$ cat src/rtl/fifo_param.sv
// Parametrised synchronous FIFO with a registered read port, sticky error flags and
// programmable almost-full/almost-empty thresholds. It is sequenced by a one-hot state bus.
module fifo_param #(
  parameter int DATA_W = 12,
  parameter int ADDR_W = 3,
  parameter int AF_RST = 6,
  parameter int AE_RST = 1
) (
  input  logic              clk,
  input  logic              reset,
  input  logic [3:0]        state,
  input  logic              push,
  input  logic              pop,
  input  logic [DATA_W-1:0] data_in,
  input  logic [ADDR_W:0]   umbral_AF_in,
  input  logic [ADDR_W:0]   umbral_AE_in,
  output logic [DATA_W-1:0] data_out,
  output logic [ADDR_W:0]   count,
  output logic              full,
  output logic              empty,
  output logic              almost_full,
  output logic              almost_empty,
  output logic              overflow,
  output logic              underflow
);

  localparam int DEPTH = 2 ** ADDR_W;

  localparam logic [3:0] ST_RESET  = 4'b0001;
  localparam logic [3:0] ST_INIT   = 4'b0010;
  localparam logic [3:0] ST_IDLE   = 4'b0100;
  localparam logic [3:0] ST_ACTIVE = 4'b1000;

  localparam logic [ADDR_W:0]   DEPTH_C  = (ADDR_W+1)'(DEPTH);
  localparam logic [ADDR_W:0]   AF_RST_C = (ADDR_W+1)'(AF_RST);
  localparam logic [ADDR_W:0]   AE_RST_C = (ADDR_W+1)'(AE_RST);
  localparam logic [ADDR_W:0]   CNT_ONE  = 'd1;
  localparam logic [ADDR_W-1:0] PTR_ONE  = 'd1;

  logic [DATA_W-1:0] mem [DEPTH];

  logic [ADDR_W-1:0] wr_ptr_q, wr_ptr_d;
  logic [ADDR_W-1:0] rd_ptr_q, rd_ptr_d;
  logic [ADDR_W:0]   count_q, count_d;
  logic [DATA_W-1:0] data_out_q, data_out_d;
  logic [ADDR_W:0]   af_thr_q, af_thr_d;
  logic [ADDR_W:0]   ae_thr_q, ae_thr_d;
  logic              full_q, full_d;
  logic              empty_q, empty_d;
  logic              almost_full_q, almost_full_d;
  logic              almost_empty_q, almost_empty_d;
  logic              overflow_q, overflow_d;
  logic              underflow_q, underflow_d;

  logic active;
  logic rd_ok;
  logic wr_ok;

  // A push into a full FIFO still proceeds when a pop frees the head slot in the same cycle.
  assign active = (state == ST_ACTIVE);
  assign rd_ok  = active && pop && !empty_q;
  assign wr_ok  = active && push && (!full_q || rd_ok);

  // NOTE: every next-state signal gets a default first so this block can never infer a latch.
  always_comb begin
    wr_ptr_d       = wr_ptr_q;
    rd_ptr_d       = rd_ptr_q;
    count_d        = count_q;
    data_out_d     = data_out_q;
    af_thr_d       = af_thr_q;
    ae_thr_d       = ae_thr_q;
    full_d         = full_q;
    empty_d        = empty_q;
    almost_full_d  = almost_full_q;
    almost_empty_d = almost_empty_q;
    overflow_d     = overflow_q;
    underflow_d    = underflow_q;

    case (state)
      ST_RESET: begin
        wr_ptr_d       = '0;
        rd_ptr_d       = '0;
        count_d        = '0;
        data_out_d     = '0;
        af_thr_d       = AF_RST_C;
        ae_thr_d       = AE_RST_C;
        full_d         = 1'b0;
        empty_d        = 1'b1;
        almost_full_d  = (AF_RST_C == '0);
        almost_empty_d = 1'b1;
        overflow_d     = 1'b0;
        underflow_d    = 1'b0;
      end
      ST_INIT: begin
        af_thr_d = umbral_AF_in;
        ae_thr_d = umbral_AE_in;
      end
      ST_IDLE: begin
        data_out_d = '0;
      end
      ST_ACTIVE: begin
        if (wr_ok) wr_ptr_d = wr_ptr_q + PTR_ONE;
        if (rd_ok) begin
          rd_ptr_d   = rd_ptr_q + PTR_ONE;
          data_out_d = mem[rd_ptr_q];
        end
        case ({wr_ok, rd_ok})
          2'b10:   count_d = count_q + CNT_ONE;
          2'b01:   count_d = count_q - CNT_ONE;
          default: count_d = count_q;
        endcase
        if (push && !wr_ok) overflow_d  = 1'b1;
        if (pop && empty_q) underflow_d = 1'b1;
        // Flags come from the next count so they line up with count on the same cycle.
        full_d         = (count_d == DEPTH_C);
        empty_d        = (count_d == '0);
        almost_full_d  = (count_d >= af_thr_q);
        almost_empty_d = (count_d <= ae_thr_q);
      end
      default: ;
    endcase
  end

  // NOTE: sequential state uses non-blocking assignments only, so every register samples pre-edge values.
  always_ff @(posedge clk or posedge reset) begin
    if (reset) begin
      wr_ptr_q       <= '0;
      rd_ptr_q       <= '0;
      count_q        <= '0;
      data_out_q     <= '0;
      af_thr_q       <= AF_RST_C;
      ae_thr_q       <= AE_RST_C;
      full_q         <= 1'b0;
      empty_q        <= 1'b1;
      almost_full_q  <= (AF_RST_C == '0);
      almost_empty_q <= 1'b1;
      overflow_q     <= 1'b0;
      underflow_q    <= 1'b0;
    end else begin
      wr_ptr_q       <= wr_ptr_d;
      rd_ptr_q       <= rd_ptr_d;
      count_q        <= count_d;
      data_out_q     <= data_out_d;
      af_thr_q       <= af_thr_d;
      ae_thr_q       <= ae_thr_d;
      full_q         <= full_d;
      empty_q        <= empty_d;
      almost_full_q  <= almost_full_d;
      almost_empty_q <= almost_empty_d;
      overflow_q     <= overflow_d;
      underflow_q    <= underflow_d;
    end
  end

  // NOTE: the storage array has no reset; its contents are unreachable until written, so it maps onto plain RAM.
  always_ff @(posedge clk) begin
    if (wr_ok && !reset) mem[wr_ptr_q] <= data_in;
  end

  assign data_out     = data_out_q;
  assign count        = count_q;
  assign full         = full_q;
  assign empty        = empty_q;
  assign almost_full  = almost_full_q;
  assign almost_empty = almost_empty_q;
  assign overflow     = overflow_q;
  assign underflow    = underflow_q;

endmodule

$ cat config.mk
export PLATFORM = sky130hd
export DESIGN_NAME = fifo_param
export DESIGN_NICKNAME = d
export VERILOG_FILES = /design/src/rtl/fifo_param.sv
export SDC_FILE = /design/constraint.sdc
export NUM_CORES = 1
export LEC_CHECK = 0
export CORE_AREA = 2 2 114 116
export DETAILED_ROUTE_END_ITERATION = 8
export DIE_AREA = 0 0 116 118
export PLACE_DENSITY = 0.71
export SYNTH_ARGS = -nofsm -noshare
export SYNTH_HDL_FRONTEND = slang
export SYNTH_SLANG_ARGS = --single-unit
export TNS_END_PERCENT = 1
$ cat constraint.sdc
create_clock -name clk -period 3.6 [get_ports clk]
set_input_delay 0.72 -clock clk [delete_from_list [all_inputs] [get_ports clk]]
set_output_delay 0.72 -clock clk [all_outputs]
set_load 0.01 [all_outputs]
# Yosys cells after proc, flatten, opt, wreduce, memory -nomap -nowiden
# Memory sizes are Yosys's and may differ from the RTL's.
# Index checks and enable logic that the tools add are counted.
# W data, S select, Z words.
word_totals:
  in_bits: 28
  ramBits: 96
  out_inout_bits: 22
  n_memories: 1
  ff_bits: 36
  wordCells: 73
classes:
  n_eq_ne: 11
  n_lt_le_gt_ge: 2
  n_mux: 21
  n_reduce_logical: 22
  n_addsub: 4
memory_table:
  columns: ["memory", "depth", "word_bits", "read_ports", "rd_clocked_by_memory_dff", "wr", "line", "source"]
  rows:
  - ["mem", 8, 12, 1, 0, 1, "40", "logic [DATA_W-1:0] mem [DEPTH];"]
op_table:
  columns: ["operator", "count"]
  rows:
  - ["$pmux W4 S2", 4]
  - ["$pmux W12 S2", 1]
  - ["$mux W12", 1]
  - ["$pmux W1 S2", 6]
  - ["$pmux W3 S2", 2]
  - ["$reduce_and A2 Y1", 5]
  - ["$eq A4 B4 Y1 const B", 2]
  - ["$ne A2 B1 Y1 const B", 4]
  - ["$logic_and A1 B1 Y1", 7]
  - ["$add A3 B1 Y3 const B", 2]
  - ["$mux W3", 2]
  - ["$reduce_bool A2 Y1", 3]
  - ["$add A4 B1 Y4 const B", 1]
  - ["$eq A4 B1 Y1 const B", 1]
  - ["$eq A4 B2 Y1 const B", 1]
  - ["$eq A4 B3 Y1 const B", 1]
  - ["$ge A4 B4 Y1", 1]
  - ["$le A4 B4 Y1", 1]
  - ["$logic_not A1 Y1", 4]
  - ["$logic_not A4 Y1", 1]
  - ["$mux W1", 4]
  - ["$mux W4", 1]
  - ["$sub A4 B1 Y4 const B", 1]
  - ["$eq A2 B1 Y1 const B", 1]
  - ["3 further kinds", 3]

# Logic depth before layout (Yosys ltp)
depth:
  word_depth: 10
  ltp_mapped: 14

# Worst setup path before layout
# OpenSTA, ideal clock, no wires.
synth_path:
  kind: "input to register"
  startpoint: "in state[2]"
  endpoint: "reg almost_full_q, in the netlist almost_full"
  arrival_time_ps: 3440
  path_stages: 14
  n_path_buf: 0
  t_required_ps: 3525
  path_slack_ps: 85
  cell_sequence: "nor4b_4 > nand3b_4 > a21oi_4 > inv_2 > ha_1 > xor2_1 > ha_1 > mux2i_1 > inv_1 > ha_1 > a21oi_1 > maj3_1 > maj3_2 > o21ai_2"
synth_between:
  elab_chain_cells: 10
  elab_cells_between_ends: 14
  cone_classes: "order compare: 1; eq/ne: 4; mux: 3; reduce/logical: 6"
synth_rtl:
  columns: ["element", "line", "source"]
  rows:
  - ["start: declaration", "11", "input logic [3:0] state,"]
  - ["$eq A4 B4 Y1", "60, 79", null]
  - ["$logic_and A1 B1 Y1 (2 in a row)", "61", "assign rd_ok = active && pop && !empty_q;"]
  - ["$logic_or A1 B1 Y1", "62", "assign wr_ok = active && push && (!full_q || rd_ok);"]
  - ["$logic_and A1 B1 Y1", "62", null]
  - ["$eq A2 B1 Y1 / $eq A2 B2 Y1 (equally long branches)", "107", "case ({wr_ok, rd_ok})"]
  - ["$pmux W4 S2", "107", null]
  - ["$mux W4", "79", "case (state)"]
  - ["$ge A4 B4 Y1", "117", "almost_full_d = (count_d >= af_thr_q);"]
  - ["$pmux W1 S2", "79", null]
  - ["end signal: assignment", "135", "almost_full_q <= (AF_RST_C == '0);"]
  - ["end signal: assignment", "148", "almost_full_q <= almost_full_d;"]
  - ["end: declaration", "50", "logic almost_full_q, almost_full_d;"]
# Parallel ways exist; a longest one is shown, timed or not. The select of a mux whose other input is x is not followed.
# A chain may end at the register's enable or synchronous reset.

# Worst setup path after layout
# Same ends and word-level chain as after synthesis.

==> summary.md <==
| Metric | Value |
|---|---|
| Seq cells post-synth | 132 |
| Clock Sinks | 132 |
| Placement Cell Area | 0.00644 sq mm |
| Row cnt | 41 |
| DP HPWL | 7490 microns |
| Starting Density | 44.7% |
| WL/cell | 19.3 microns |
| Bufs on Longest Clock Path | 2 |
| Filler cells | 1,004 |
| CTS tree | done |
| Run status | complete, no violations |
| YS warnings | 0 |
| Required @ worst endpoint | 3.94 ns |
| Largest net degree at the start of global routing | 37 |
| Worst vdd ir | 0.310 mV |
| Max-cap violations | 0 |
| Most frequent cells in the layout | edfxtp_1 (96), clkdlybuf4s50_1 (45), nand2_1 (34), buf_4 (34), dfrtp_1 (31) |
| DRT Wirelength | 12,000 microns |
| Asr flop ratio synth | 27.3% |
| Core area | 0.0124 sq mm |
| Post-Route Utilization | 57.1% |
| Vias/cell | 5.37 |
| Crit path launch type | input port |
| Gr ovfl total | 0 |
| GRT Total Usage | 19.3% |
| Syn avg cell area | 15.9 sq um |
| Dpl ws | -0.518 ns |
| # setup viols final | 0 |
| Slew @ Worst Pin | 1.25 ns |
| Crit end category | flop |
| Router iterations before antenna repair | 4 |
| Slowest cell delay on critical path | 0.35 ns |
| Vias | 3,333 |
| First-pass GRT wire length | 19,300 microns |
| Fin crit share | 96.3% |
| Cell count after synthesis | 348 |
| Detail Route Antenna Nets | 0 |
| Clock latency on the worst-skew pair | 0.42 ns |
| Cell Pwr Density | 528 mW/mm^2 |
| Cell Chain, Critical Path | dlygate4sd2_1 > nor4b_4 > buf_4 > nand3b_4 > a21oi_4 > inv_2 > ha_2 > xor2_2 > ha_1 > mux2i_2 > inv_2 > ha_4 > a21oi_1 > maj3_1 > maj3_2 > o21ai_2 |
| Synth Flop Type | edfxtp_1 |
| Max Clock Freq | 289 MHz |
| Vias in the first global route | 3,623 |
| Die area | 0.0137 sq mm |
| Initial antenna violation count | 0 |
| DR iter-0 viols | 215 |
| DRC violations left | 0 |
| Seq/Total Area, Yosys | 68.4% |
| CP max-delay cell | maj3_1 |
| Final-report hold violation count | 0 |
| Final-stage net count | 474 |
| Minimum clock period | 3.47 ns |
| N_diodes | 0 |
| Critical path's most frequent cell | inv_2 |
| Design Power | 3.75 mW |
| P&R area growth vs syn | 27.9% |
| Commonest non-fill, non-tap cell in the layout | edfxtp_1 |
| Slew margin rel. | 16.8% |
| I/O pin total | 50 |
| Chip Width | 116 microns |
| Post-synth EDFFs | 96 |
| Synth Cell Area | 0.00554 sq mm |
| Clk pin slew, worst setup/hold paths | 0.06 ns |
| Synth Net Count | 386 |
| Root Buffer | clkbuf_16 |
| Layout cells sized above 1 | 25.2% |
| Leakage | 2.58 nW |
| DIE HEIGHT | 118 microns |
| Setup WS post-layout | 0.135 ns |
| Setup Crit Path Kind | input port to flop |
| Netlist cell types | 45 |
| Slew Viols, Final | 0 |
| RSZ-0062 raised after global routing | no |
| HP Class | flop to flop |
| # H-tree levels | 4 |
| Port Buf Inserts | 49 |
| Worst Skew | 0.0135 ns |
| Fin area | 0.00709 sq mm |
| Global placer's final weighted congestion | 0.810 |
| CTS Buf Count | 17 |
| CTS Hold Bufs | 0 |
| Arrival @ worst endpoint | 3.81 ns |
| Crit path max fanout | 4 |
==> metal layers <==
metal  global-route usage [%]  wire [microns]  vias to the layer above
met4                     8.33             175                        0
met2                     31.3            6000                      102
li1                         -               -                     1516
met1                     24.6            5110                     1695
met5                        0               0                        -
met3                     4.89             687                       20
==> flip-flops by register name (all words and copies together), names as in the netlist, 3 cells and up <==
name	flops
mem	96
wr_ptr_q	3
ae_thr_q	4
data_out	12
af_thr_q	4
count	4
rd_ptr_q	3
==> final timing paths <==
| check | start | endpoint | slack, ns | depth (start not counted) |
|---|---|---|---|---|
| max in group asynchronous | reset | almost_empty$_DFFE_PP1P_ | 2.40 | 3 |
| worst max register to register | empty$_DFFE_PP1P_ | almost_full$_DFFE_PP0P_ | 0.55 | 13 |
| worst min-delay path | data_out[0]$_DFFE_PP0P_ | data_out[0]$_DFFE_PP0P_ | 0.48 | 2 |
| worst min register to register | data_out[0]$_DFFE_PP0P_ | data_out[0]$_DFFE_PP0P_ | 0.48 | 2 |
| min in group asynchronous | reset | wr_ptr_q[2]$_DFFE_PP0P_ | 0.83 | 3 |
| worst max-delay path | state[2] | almost_full$_DFFE_PP0P_ | 0.13 | 16 |
==> cells in the mapped netlist, types with 6 or more instances <==
| cell | instances | area [sq um] |
|---|---|---|
| o21ai_0 | 26 | 130 |
| a21oi_1 | 9 | 45.0 |
| inv_1 | 8 | 30.0 |
| dfrtp_1 | 31 | 776 |
| mux4_2 | 24 | 541 |
| clkbuf_1 | 9 | 33.8 |
| nand2_1 | 34 | 128 |
| xor2_1 | 6 | 52.6 |
| nor2_1 | 18 | 67.6 |
| ha_1 | 10 | 125 |
| edfxtp_1 | 96 | 2880 |
| mux2i_1 | 15 | 150 |
==> kinds of logic after synthesis <==
logic type                 synth area share (%)
AOI/OAI and AO/OA                          6.34
and+or+nand+nor                            7.63
buffers and inverters                      1.62
muxes                                      12.5
DFF                                        68.4
xor gates and xnor gates                  0.948
adders and majority gates                  2.64
==> metrics by stage <==
stage,hold slack (ns),instances,TNS (ns)
floorplan,0.466,348,0
global placement,0.472,587,-1.18
detailed placement,0.474,587,-1.62
CTS,0.488,620,0
global route,0.514,621,0
finish,0.482,621,0
==> cell type report <==
| type | count | area [sq um] | area share, % |
|---|---|---|---|
| Sequential cell | 132 | 3790 | 53.4 |
| Multi-Input combinational cell | 193 | 1710 | 24.1 |
| Timing Repair Buffer | 83 | 744 | 10.5 |
| Clock buffer | 17 | 425 | 6.00 |
| Tap cell | 172 | 215 | 3.03 |
| Clock inverter | 15 | 173 | 2.43 |
| Inverter | 9 | 33.8 | 0.476 |
==> repair_timing <==
action,CTS,global route
endpoints found under the setup margin,2,3
buffers inserted,1,1
resized for setup,5,6
pin swaps,2,3
==> power by group <==
group | internal [mW] | switching, mW
clock | 1.04 | 0.683
combinational | 0.162 | 0.136
sequential | 1.69 | 0.0408
==> worst max-delay path: cells and delay by family <==
| family | cells | cell delay (ns) |
|---|---|---|
| fa+ha+maj | 5 | 1.43 |
| buf+inv | 4 | 0.58 |
| simple gates | 2 | 0.35 |
| compound gates | 3 | 0.34 |
| mux | 1 | 0.24 |
| xor+xnor | 1 | 0.14 |
Power figures use the tool's default switching activity.
